<file path="config.mk">
export PLATFORM = sky130hd
export DESIGN_NAME = layer_sched
export DESIGN_NICKNAME = d
export VERILOG_FILES = /design/src/rtl/layer_sched_pkg.sv /design/src/rtl/layer_sched_stage_pick.sv /design/src/rtl/layer_sched.sv
export SDC_FILE = /design/constraint.sdc
export NUM_CORES = 1
export LEC_CHECK = 0
export ABC_CLOCK_PERIOD_IN_PS = 4100
export CAP_MARGIN = 20
export CORE_UTILIZATION = 51
export CTS_CLUSTER_SIZE = 12
export DETAILED_ROUTE_END_ITERATION = 12
export PLACE_DENSITY = 0.84
export RECOVER_POWER = 100
export SLEW_MARGIN = 30
export SYNTH_ARGS = -nofsm -noshare
export SYNTH_HDL_FRONTEND = slang
export SYNTH_SLANG_ARGS = --single-unit
</file>
<file path="constraint.sdc">
create_clock -name clk -period 4.1 [get_ports clk]
set_input_delay 0.82 -clock clk [delete_from_list [all_inputs] [get_ports clk]]
set_output_delay 0.82 -clock clk [all_outputs]
set_load 0.005 [all_outputs]
</file>
<file path="src/rtl/layer_sched_pkg.sv">
// layer_sched_pkg: shared FSM state encoding and frame counter width for layer_sched
package layer_sched_pkg;
    typedef enum logic [2:0] {IDLE, LAUNCH, WAIT_DONE, NEXT, FINISH, ERROR} state_t;
    localparam int FRAME_CNT_W = 16;
endpackage

</file>
<file path="src/rtl/layer_sched_stage_pick.sv">
// stage_pick: priority encoder returning the lowest enabled stage at or above a lower bound
module stage_pick #(
    parameter int N  = 4,
    parameter int SW = 2
) (
    input  logic [N-1:0]  mask,
    input  logic [SW:0]   lo,
    output logic          found,
    output logic [SW-1:0] idx
);
    // scan top-down so the lowest qualifying stage is the last one written
    always_comb begin
        found = 1'b0;
        idx   = '0;
        for (int i = N - 1; i >= 0; i--) begin
            if (mask[i] && i >= int'(lo)) begin
                found = 1'b1;
                idx   = SW'(i);
            end
        end
    end
endmodule

</file>
<file path="src/rtl/layer_sched.sv">
// layer_sched: sequences enabled layer engines in ascending order, one inference pass per run.
// Optional watchdog (ERROR state, error flag) is built when LAYER_SCHED_WATCHDOG_EN is defined.
module layer_sched
    import layer_sched_pkg::*;
#(
    parameter int NUM_STAGES     = 4,
    parameter int TIMEOUT_CYCLES = 65535,
    parameter int SW             = (NUM_STAGES > 1) ? $clog2(NUM_STAGES) : 1
) (
    input  logic                   clk,
    input  logic                   rst_n,
    input  logic                   run,
    input  logic                   abort,
    input  logic [NUM_STAGES-1:0]  stage_en,
    input  logic [NUM_STAGES-1:0]  stage_done,
    output logic [NUM_STAGES-1:0]  stage_start,
    output logic [SW-1:0]          cur_stage,
    output logic                   busy,
    output logic                   done,
    output logic                   error,
    output logic [FRAME_CNT_W-1:0] frame_cnt
);
    if (NUM_STAGES < 1 || NUM_STAGES > 16 || TIMEOUT_CYCLES < 1 || TIMEOUT_CYCLES > 1048575) begin : g_bad_cfg
        $error("layer_sched: parameter out of range");
    end

    state_t                state;
    logic [NUM_STAGES-1:0] mask;
    logic [NUM_STAGES-1:0] pick_mask;
    logic [SW:0]           pick_lo;
    logic                  found;
    logic [SW-1:0]         idx;
    logic                  timeout;

    // IDLE searches the live enable input from stage 0; NEXT searches the latched mask above cur_stage
    assign pick_mask = (state == IDLE) ? stage_en : mask;
    assign pick_lo   = (state == IDLE) ? '0 : {1'b0, cur_stage} + 1'b1;

    stage_pick #(.N(NUM_STAGES), .SW(SW)) u_pick (
        .mask  (pick_mask),
        .lo    (pick_lo),
        .found (found),
        .idx   (idx)
    );

    assign stage_start = (state == LAUNCH) ? NUM_STAGES'(1) << cur_stage : '0;
    assign busy        = state inside {LAUNCH, WAIT_DONE, NEXT, FINISH};
    assign done        = state == FINISH;

`ifdef LAYER_SCHED_WATCHDOG_EN
    logic [19:0] wd;
    assign timeout = wd == 20'(TIMEOUT_CYCLES - 1);
    assign error   = state == ERROR;
    // count consecutive WAIT_DONE cycles; every other state (LAUNCH included) clears the count
    always_ff @(posedge clk)
        wd <= (!rst_n || state != WAIT_DONE) ? '0 : wd + 1'b1;
`else
    assign timeout = 1'b0;
    assign error   = 1'b0;
`endif

    // pass sequencer; abort overrides every other request
    always_ff @(posedge clk) begin
        if (!rst_n) begin
            state     <= IDLE;
            mask      <= '0;
            cur_stage <= '0;
            frame_cnt <= '0;
        end else if (abort) begin
            state <= IDLE;
        end else begin
            case (state)
                IDLE: if (run) begin
                    mask  <= stage_en;
                    state <= found ? LAUNCH : FINISH;
                    if (found) cur_stage <= idx;
                end
                LAUNCH:    state <= WAIT_DONE;
                WAIT_DONE: state <= stage_done[cur_stage] ? NEXT : timeout ? ERROR : WAIT_DONE;
                NEXT: begin
                    state <= found ? LAUNCH : FINISH;
                    if (found) cur_stage <= idx;
                end
                FINISH: begin
                    state     <= IDLE;
                    frame_cnt <= frame_cnt + 1'b1;
                end
                default: state <= state;
            endcase
        end
    end
endmodule

</file>
# [Word-level counts from Yosys, hierarchy flattened]
# Cells that the tools add are included.
[word_totals] register_bits=25 in_bits=12 elab_cells=52 out_inout_bits=25
[op_classes] n_bitwise=2 n_eq_ne=5 shift=1 magnitude_cmp=5 n_reduce_logical=13 mux=20 n_addsub=2
[ops] cell="adder 16 x 1 -> 16 bit (second input constant)" count=1
[ops] cell="case mux 3 bit (5 select lines)" count=1
[ops] cell="2-to-1 mux 2 bit" count=6
[ops] cell="2-to-1 mux 3 bit" count=3
[ops] cell="2-to-1 mux 4 bit" count=2
[ops] cell="== test 3 x 2 -> 1 bit (second input constant)" count=2
[ops] cell=">= comparator 1 x 3 -> 1 bit (first input constant)" count=2
[ops] cell=">= comparator 2 x 3 -> 1 bit (first input constant)" count=2
[ops] cell="2-to-1 mux 1 bit" count=6
[ops] cell="AND reduction 3 bit" count=2
[ops] cell="nonzero test 5 bit" count=1
[ops] cell="logical AND 1 bit" count=4
[ops] cell="case mux 2 bit (2 select lines)" count=1
[ops] cell="AND reduction 2 bit" count=2
[ops] cell="nonzero test 4 bit" count=1
[ops] cell="<< shifter 1 x 2 -> 4 bit (first input constant)" count=1
[ops] cell="adder 2 x 1 -> 3 bit (second input constant)" count=1
[ops] cell="== test 3 x 1 -> 1 bit (second input constant)" count=1
[ops] cell="== test 3 bit (second input constant)" count=1
[ops] cell="zero test 3 bit" count=1
[ops] cell="< comparator 2 x 3 -> 1 bit (second input constant)" count=1
[ops] cell="binary-select mux 1 bit (select 2 bit)" count=1
[ops] cell="!= test 2 bit (second input constant)" count=1
[ops] cell="inverter 1 bit" count=2
[ops] cell="other kinds (2)" count=2

# [Depth between registers and ports, before layout]
# Gate-level depths: netlist (run 1).
[depth] ltp_word=11 mapped_depth=7 mapped_depth_nobuf=7

# [Modules after synthesis]
# From an unflattened synthesis (run 1), not the netlist that was laid out.
[unflattened] hier_cells=165 hier_area_um2=1390.1
[modules_own_cells] module="layer_sched" area_per_inst_um2=1322.5 seq_area_each_um2=500.5 n_inst=1 cells_each=154
[modules_own_cells] module="stage_pick" area_per_inst_um2=67.6 seq_area_each_um2=0.0 n_inst=1 cells_each=11

# [Worst setup path after synthesis (run 1)]
# No wires, ideal clock.
[synth_timing] path_type="in2reg" from="input port abort" to="register frame_cnt[15]" required_ns=3.985 setup_ns=0.115 stages=6 arrival_ns=1.868 n_path_buf=1 setup_slack_ns=2.117 path_cell_list="nor4b_4 > and4_1 > buf_4 > nand4_2 > xnor2_1 > and2_1"
[synth_via] elab_chain_cells=2
[synth_rtl] element="start, declared" line="layer_sched.sv:13" text="input logic abort,"
[synth_rtl] element="inverter 1 bit (no source line)"
[synth_rtl] element="AND reduction 2 bit (no source line)"
[synth_rtl] element="end signal, assigned" line="layer_sched.sv:86" text="frame_cnt <= frame_cnt + 1'b1;"
[synth_rtl] element="end, declared" line="layer_sched.sv:21" text="output logic [FRAME_CNT_W-1:0] frame_cnt"
# No other way between the ends.
# A chain may end at the register's enable or synchronous reset.

# [Worst setup path in the final report (run 1)]
# Same ends and word-level chain as after synthesis.

==> summary.md, run 1 <==
The flow ran to the end, and the final reports show no timing, DRC or antenna violations. The tools report the initial antenna violation count as 0. The number of global-route vias before repair is 1093, and the height of the chip is 53.8 um. At the pin with the least slew margin, the transition time is 1.05 ns. The port buffer count was 35; the count of endpoints failing hold in the final timing report was 0.

At the worst endpoint, the arrival time is 3.12 ns. The total stage count of the critical path works out to 6. The power per cell area is 244 nW/um^2, and the total clock buffers created by CTS is 3. The mapped netlist covers 1370 sq um. The most critical setup path has its startpoint at abort. The net count after synthesis came out at 176. The number of buffers inserted to repair setup after CTS was 0. In this run the register-to-register setup slack is 1.76 ns. The logs give 0 for the detailed-route DRC error count and 0 for the final number of setup-violating endpoints. The run gives 0 as the synthesis warning total. The synthesized netlist contains 40 unique library cells. The first global-routing pass estimated 4.87 mm of wire. The class of the most critical setup path is input port to flop.

Traced cell by cell, the critical path runs through dlygate4sd3_1, nor4b_1, and4_1, nand4_2, xnor2_1, and2_0. The final total power came out at 0.422 mW. The number of max-slew violations in the final report came out at 0. The worst register-to-register path begins at state[2]. The tools report the hold path startpoint as frame_cnt[7]. The tools report the setup clock skew after layout as 0.0143 ns. The path class of the tightest hold or removal check is flop to flop. Setup repair after global routing left no endpoint under its margin. The final layout contains 209 nets. The layout cell share with drive strength beyond 1 was 4.71%. The run gives 4 as the detailed-router iteration count before antenna repair.

The number of cells on the worst reg-to-reg path works out to 5. The total routing resource utilization after global routing was 22.9%; the layout overhead on the synthesized area was 26.0%. The slowest stage of the critical path is the nor4b_1 cell.

The HPWL after detailed placement is 2.19 mm. For this run the aggregate overflow at the end of global routing stands at 0. The total buffers and inverters traversed by the critical path came out at 1.

Detailed routing inserted a total of 1209 vias. The starting density of the core was 54.8%. Clock-pin slew was measured on the worst setup and hold paths at 0.15 ns. After synthesis, the cell types taking the most area are dfxtp_1, xor2_1, nor2_1, ha_1, and2_1.

The die covers 2900 sq um. For the number of cells in the design after placement, the log shows 217. For this design, the sink count on the clock tree is 25. Yosys mapped a number of flops with a built-in enable equal to 0.

Sequential cells were found to cover 36.5% of the synthesized design area. The commonest cells after synthesis are dfxtp_1, nor2_1, xor2_1, a21oi_1, nand2_1. Root cell of the clock tree: clkbuf_4. In this run the count of I/O pins placed on the die edge is 37. In this run the deepest clock path goes through 2 buffers. In the post-synthesis netlist, the cell with the most instances is dfxtp_1.

The biggest area contributor in the post-synthesis netlist is dfxtp_1. Among all flip-flop cells after synthesis, the most frequent one is dfxtp_1. The later pin in the worst-skew pair is clocked with a latency of 0.32 ns. Of all nets on the critical path, the largest fanout is 6. After synthesis, the share of flip-flops with an asynchronous set or reset is 0%. The run gives 0.722 nW as the static power due to leakage. Wires add up to 2.91 mm. The logs give 0 ns for the total negative setup slack and 4.33 ns for the data required time of the worst path.

TritonCTS built the clock tree. Capturing element of the worst setup path: frame_cnt[15]. In this run the remaining antenna-violating nets after routing total 0.

The max-capacitance violation count is 0. The average instance in the mapped netlist occupies 8.62 sq um. Number of levels in the clock H-tree: 1.

The violation count after the first detailed-routing iteration came out at 21. The type of element launching the critical path is an input port. The worst ir drop on vdd is 0.178 mV. The final cycle utilization of the critical path is 70.5%, and the via-per-instance ratio is 5.47. Fill cell total of the finished layout: 211. In this run, synthesis produced a sequential element count of 25. The number of standard cells in the layout, taps in and fillers out is 221. From left edge to right edge, the die measures 53.8 um. At the end of routability-driven placement, the weighted congestion stood at 0.877. The critical path capture point type was a flop. Family of cells with the greatest summed delay on the critical path: simple AND/OR/NAND/NOR gates.

The post-detailed-route wirelength per cell is 13.2 um, and the worst-case headroom to the max-slew limit is 28.7%. Entering global routing, the biggest net connects 22 pins. The run gives 0 as the final antenna diode count. The delay contributed by the slowest stage of the critical path was 0.87 ns.

In this run the core area contains 18 standard-cell rows. Counting every instance in the synthesized netlist gives 159. The share of the synthesized area in the top cell type works out to 36.5%.

The highest clock frequency the design can meet is 0.346 GHz. Worst reg2reg path endpoint: frame_cnt[15]. Subtracting the final worst setup slack from the clock period gives 2.89 ns. The core region is 2500 sq um. Post-CTS repair changed the size of 0 cells. For the total of hold buffers inserted after clock tree synthesis, the log shows 0.
[power by group]
group | internal [mW] | leakage (nW) | switching, mW
registers | 0.247 | 0.202 | 0.00683
logic | 0.0289 | 0.506 | 0.0267
clock network | 0.0372 | 0.0139 | 0.0748
total | 0.313 | 0.722 | 0.108
[cell type report]
type / instances / area [sq um] / area share [%]
Multi-Input combinational cell: 120 / 782 / 45.3
Clock inverter: 1 / 7.51 / 0.435
Timing Repair Buffer: 35 / 350 / 20.3
Inverter: 7 / 26.3 / 1.52
Tap cell: 30 / 37.5 / 2.17
Clock buffer: 3 / 22.5 / 1.30
Sequential cell: 25 / 500 / 29.0
[registers in the layout, indices dropped and copies added (netlist names)]
signal	flops
cur_stage	2
frame_cnt	16
mask	4
state	3
[worst min-delay path, delay by kind of cell (launching register included)]
family | cells | cell delay (ns)
flops | 1 | 0.37
compound gates | 2 | 0.15
[cells in the final DEF (no fill, tap or decap), drive strengths merged, types with 6 or more instances in the layout]
cell type / count
dfxtp: 25
dlygate4sd3: 23
nor2: 21
clkdlybuf4s50: 12
xor2: 10
nand2: 8
a21oi: 8
inv: 7
nand3: 7
and2: 7
nand4: 6
nor3: 6
[metal layers]
layer | share of wire (%) | vias to the layer above | track usage [%]
li1 | - | 617 | -
met1 | 51 | 558 | 31.9
met2 | 44 | 30 | 36.8
met3 | 4.8 | 4 | 3.67
met4 | 0.79 | 0 | 5.26
met5 | 0 | - | 0
[worst min-delay path by stage]
stage	end	slack, ns	cells past startpoint
6_report	frame_cnt[7]	0.56	2
5_1_grt	frame_cnt[7]	0.59	2
4_1_cts	frame_cnt[7]	0.56	2
3_5_place_dp	frame_cnt[7]	0.53	2
3_3_place_gp	frame_cnt[13]	0.51	2
2_1_floorplan	mask[2]	0.49	2
[cells by family after synthesis]
family,Yosys count,share of synthesized area [%]
AOI/OAI and AO/OA,25,11.6
xor gates and xnor gates,15,9.59
adders and majority gates,5,4.57
buffers and inverters,14,5.30
DFF,25,36.5
muxes,5,4.57
other,1,0.274
and+or+nand+nor,69,27.6
[stage by stage]
| stage | instance area, sq um | setup slack (ns) | utilization (%) | hold slack, ns |
|---|---|---|---|---|
| floorplan | 1370 | 2.12 | - | 0.494 |
| global placement | 1710 | 1.55 | 68.5 | 0.510 |
| detailed placement | 1710 | 1.49 | 68.5 | 0.528 |
| CTS | 1740 | 1.40 | 69.7 | 0.556 |
| global route | 1730 | 1.08 | 69.1 | 0.590 |
| finish | 1730 | 1.21 | 69.1 | 0.558 |
Power figures use the tool's default switching activity.
==> inputs of run 2 (changes only) <==
- ABC_CLOCK_PERIOD_IN_PS: 4100 -> 2450
- CORE_UTILIZATION: 51 -> 43
- PLACE_DENSITY: 0.84 -> 0.75
- clock period: 4.1 -> 2.45 ns (I/O delays scaled with it)
==> summary.md, run 2 (synthesis gave the netlist of run 1 again) <==
Top library cells by usage in the layout, fill and taps aside: dfxtp_1, nor2_1, dlygate4sd3_1 (was dfxtp_1, dlygate4sd3_1, nor2_1). The height of the chip came out at 58.4 um (was 53.8 um). The final cycle utilization of the critical path was 94.6%.

The post-detailed-route wirelength per cell is 12.9 um (was 13.2 um). Derived from the worst setup path, the maximum achievable clock frequency is 0.432 GHz. The violation count after the first detailed-routing iteration is 51 (was 21). The detailed-route DRC error count is 0 (unchanged).

The tools report the clock sink total as 25 (unchanged). Root cell of the clock tree: clkbuf_4 (unchanged). The worst-case headroom to the max-slew limit is 57.3% (was 28.7%). For the residual antenna-violating net count after detailed routing, the log shows 0 (unchanged). The port buffer count came out at 35 (unchanged). The final number of setup-violating endpoints was 0 (unchanged). Maximum clock insertion buffer count: 2 (unchanged). Type of the worst min-delay path: flop to flop (unchanged). The number of global-route vias before repair is 1131 (was 1093).

The largest driver fanout on the critical path was 9 (was 6); the flip-flop count of the largest register after layout was 16 (unchanged). Starting density of the core: 45.2% (was 54.8%). The slew at the pin closest to its max-slew limit is 0.639 ns (was 1.05 ns).

The slack of the worst reg-to-reg path is 0.40 ns (was 1.76 ns). The tools report the instance area at placement as 1740 sq um (was 1710 sq um). The run gives 3030 sq um (was 2500 sq um) as the total core area. The run gives 0.329 mV (was 0.178 mV) as the worst ir drop on vdd. The final antenna diode count was 0 (unchanged); the routed wire length was 3.07 mm (was 2.91 mm). The total clock buffers created by CTS was 3 (unchanged). The setup clock skew after layout came out at 0.00494 ns (was 0.0143 ns). The power per cell area is 405 nW/um^2 (was 244 nW/um^2), and the horizontal die dimension is 58.4 um (was 53.8 um). The switching share of power is 25.3% (was 25.7%), and the boundary pin count is 37 (unchanged). The tools report the final total power as 0.707 mW (was 0.422 mW). For the finished layout, the period the worst path requires is 2.32 ns.

For the total routing resource utilization after global routing, the log shows 19.6% (was 22.9%). The run gives 59.6% (was 60.2%) as the part of the power in registers. Setup repair after global routing left no endpoint under its margin.

The total negative setup slack is 0 ns (unchanged). Pin count of the biggest net entering global routing: 22 (unchanged). The layout overhead on the synthesized area was 27.5% (was 26.0%). The clock network power share is 26.0% (was 26.6%). Register bank with the most flops: frame_cnt (unchanged).

The part of the total power dissipated in combinational logic was 14.4% (was 13.2%). The detailed-router iteration count before antenna repair was 4 (unchanged); the later-pin clock latency in the skew report was 0.31 ns (was 0.32 ns). The run gives 0.717 nW (was 0.722 nW) as the static power due to leakage. TritonCTS built the clock tree.

The launch instance of the worst register-to-register path is cur_stage[1] (was state[2]). The via-per-instance ratio was 5.17 (was 5.47). The global-route wire length before repair was 5.06 mm (was 4.87 mm).

Most frequent standard cell in the layout excluding fill and tap cells: dfxtp_1 (unchanged). The clock slew at the register clock pins of the worst setup and hold paths works out to 0.13 ns (was 0.15 ns). The tools report the critical path capture point type as an output pin (was a flop). Count of endpoints failing hold in the final timing report: 0 (unchanged). The critical path startpoint is state[0] (was abort). The worst reg2reg path endpoint was cur_stage[0] (was frame_cnt[15]). The number of cells on the worst reg-to-reg path was 7 (was 5). The net count reported at finish was 211 (was 209).

The logs give 0 (unchanged) for the residual overflow from global routing and 0.853 (was 0.877) for the global placement routability congestion. For the number of max-slew violations in the final report, the log shows 0 (unchanged). The max-capacitance violation count was 0 (unchanged). Class of the most critical setup path: flop to output pin (was input port to flop).

The tools report the net switching component of the power as 0.179 mW (was 0.108 mW). The final design instance area without fill was 1750 sq um (was 1730 sq um). The type of element launching the critical path was a flop (was an input port). The run gives 1 (unchanged) as the number of levels in the clock H-tree. The cell internal power dissipation came out at 0.528 mW (was 0.313 mW). The arrival time of the worst setup path came out at 1.83 ns (was 3.12 ns).

The total die area was 3420 sq um (was 2900 sq um); the placement row count was 20 (was 18). The detailed-placement wirelength estimate is 2.38 mm (was 2.19 mm), and the initial antenna violation count is 0 (unchanged). The layout cell share with drive strength beyond 1 was 4.15% (was 4.71%).

The data required time of the worst path was 1.96 ns (was 4.33 ns). The flow ran to the end, and the final reports show no timing, DRC or antenna violations. Largest registers: frame_cnt (16), mask (4), state (3) (unchanged).

The capturing element of the worst setup path is busy (was frame_cnt[15]). The total via count in the routed design was 1226 (was 1209).
[run 2: cell count changes in the layout (fill, tap and decap cells not counted), sizes merged]
cell           delta
clkdlybuf4s50     +4
dlygate4sd3       -4
clkbuf            +2
buf               +1
clkinvlp          -1
[run 2: worst max-delay path, cell delays in order (launching register included)]
cell and delay [ns]:
dfxtp_1 0.41, or3_1 0.49, and2_1 0.18, clkdlybuf4s50_1 0.44
[run 2: worst min-delay path by stage]
stage                       startpoint           end  slack [ns]  cells past startpoint
after detailed placement  frame_cnt[7]  frame_cnt[7]        0.52                      2
after global routing      frame_cnt[7]  frame_cnt[7]        0.57                      2
after global placement    frame_cnt[7]  frame_cnt[7]        0.52                      2
after CTS                 frame_cnt[7]  frame_cnt[7]        0.54                      2
after floorplan                mask[2]       mask[2]        0.49                      2
final                     cur_stage[0]  cur_stage[0]        0.54                      2
[run 2: cell type report]
class	instances	area (sq um)
Sequential cell	25	500
Multi-Input combinational cell	120	777
Tap cell	44	55.1
Timing Repair Buffer	37	362
Fill cell	293	1280
Inverter	7	26.3
Clock buffer	4	26.3
[run 2: layer usage]
metal / track usage [%] / wire length, um / vias to the layer above
met5: 0 / 0 / -
met4: 9.86 / 64 / 0
met3: 2.20 / 90 / 6
met2: 30.2 / 1450 / 23
met1: 27.2 / 1460 / 570
li1: - / - / 627
[run 2: power by group through the flow]
stage	sequential, mW	combinational [mW]	clock [mW]
floorplan	0.429	0.0610	0
global placement	0.431	0.102	0
detailed placement	0.431	0.104	0
CTS	0.422	0.104	0.190
global route	0.423	0.112	0.208
finish	0.421	0.102	0.183
[run 2: repair_timing]
action	4_1_cts	5_1_grt
hold buffers	0	0
gates resized for setup	0	1
setup buffers	0	0
endpoints found under the setup margin	0	1
[run 2: metrics by stage]
step	utilization, %	hold slack [ns]	setup WS (ns)	instances
floorplan	-	0.494	0.566	159
global placement	57.6	0.516	0.367	233
detailed placement	57.6	0.521	0.315	233
CTS	58.5	0.542	0.0685	237
global route	57.7	0.574	0.0249	237
finish	57.7	0.536	0.133	237
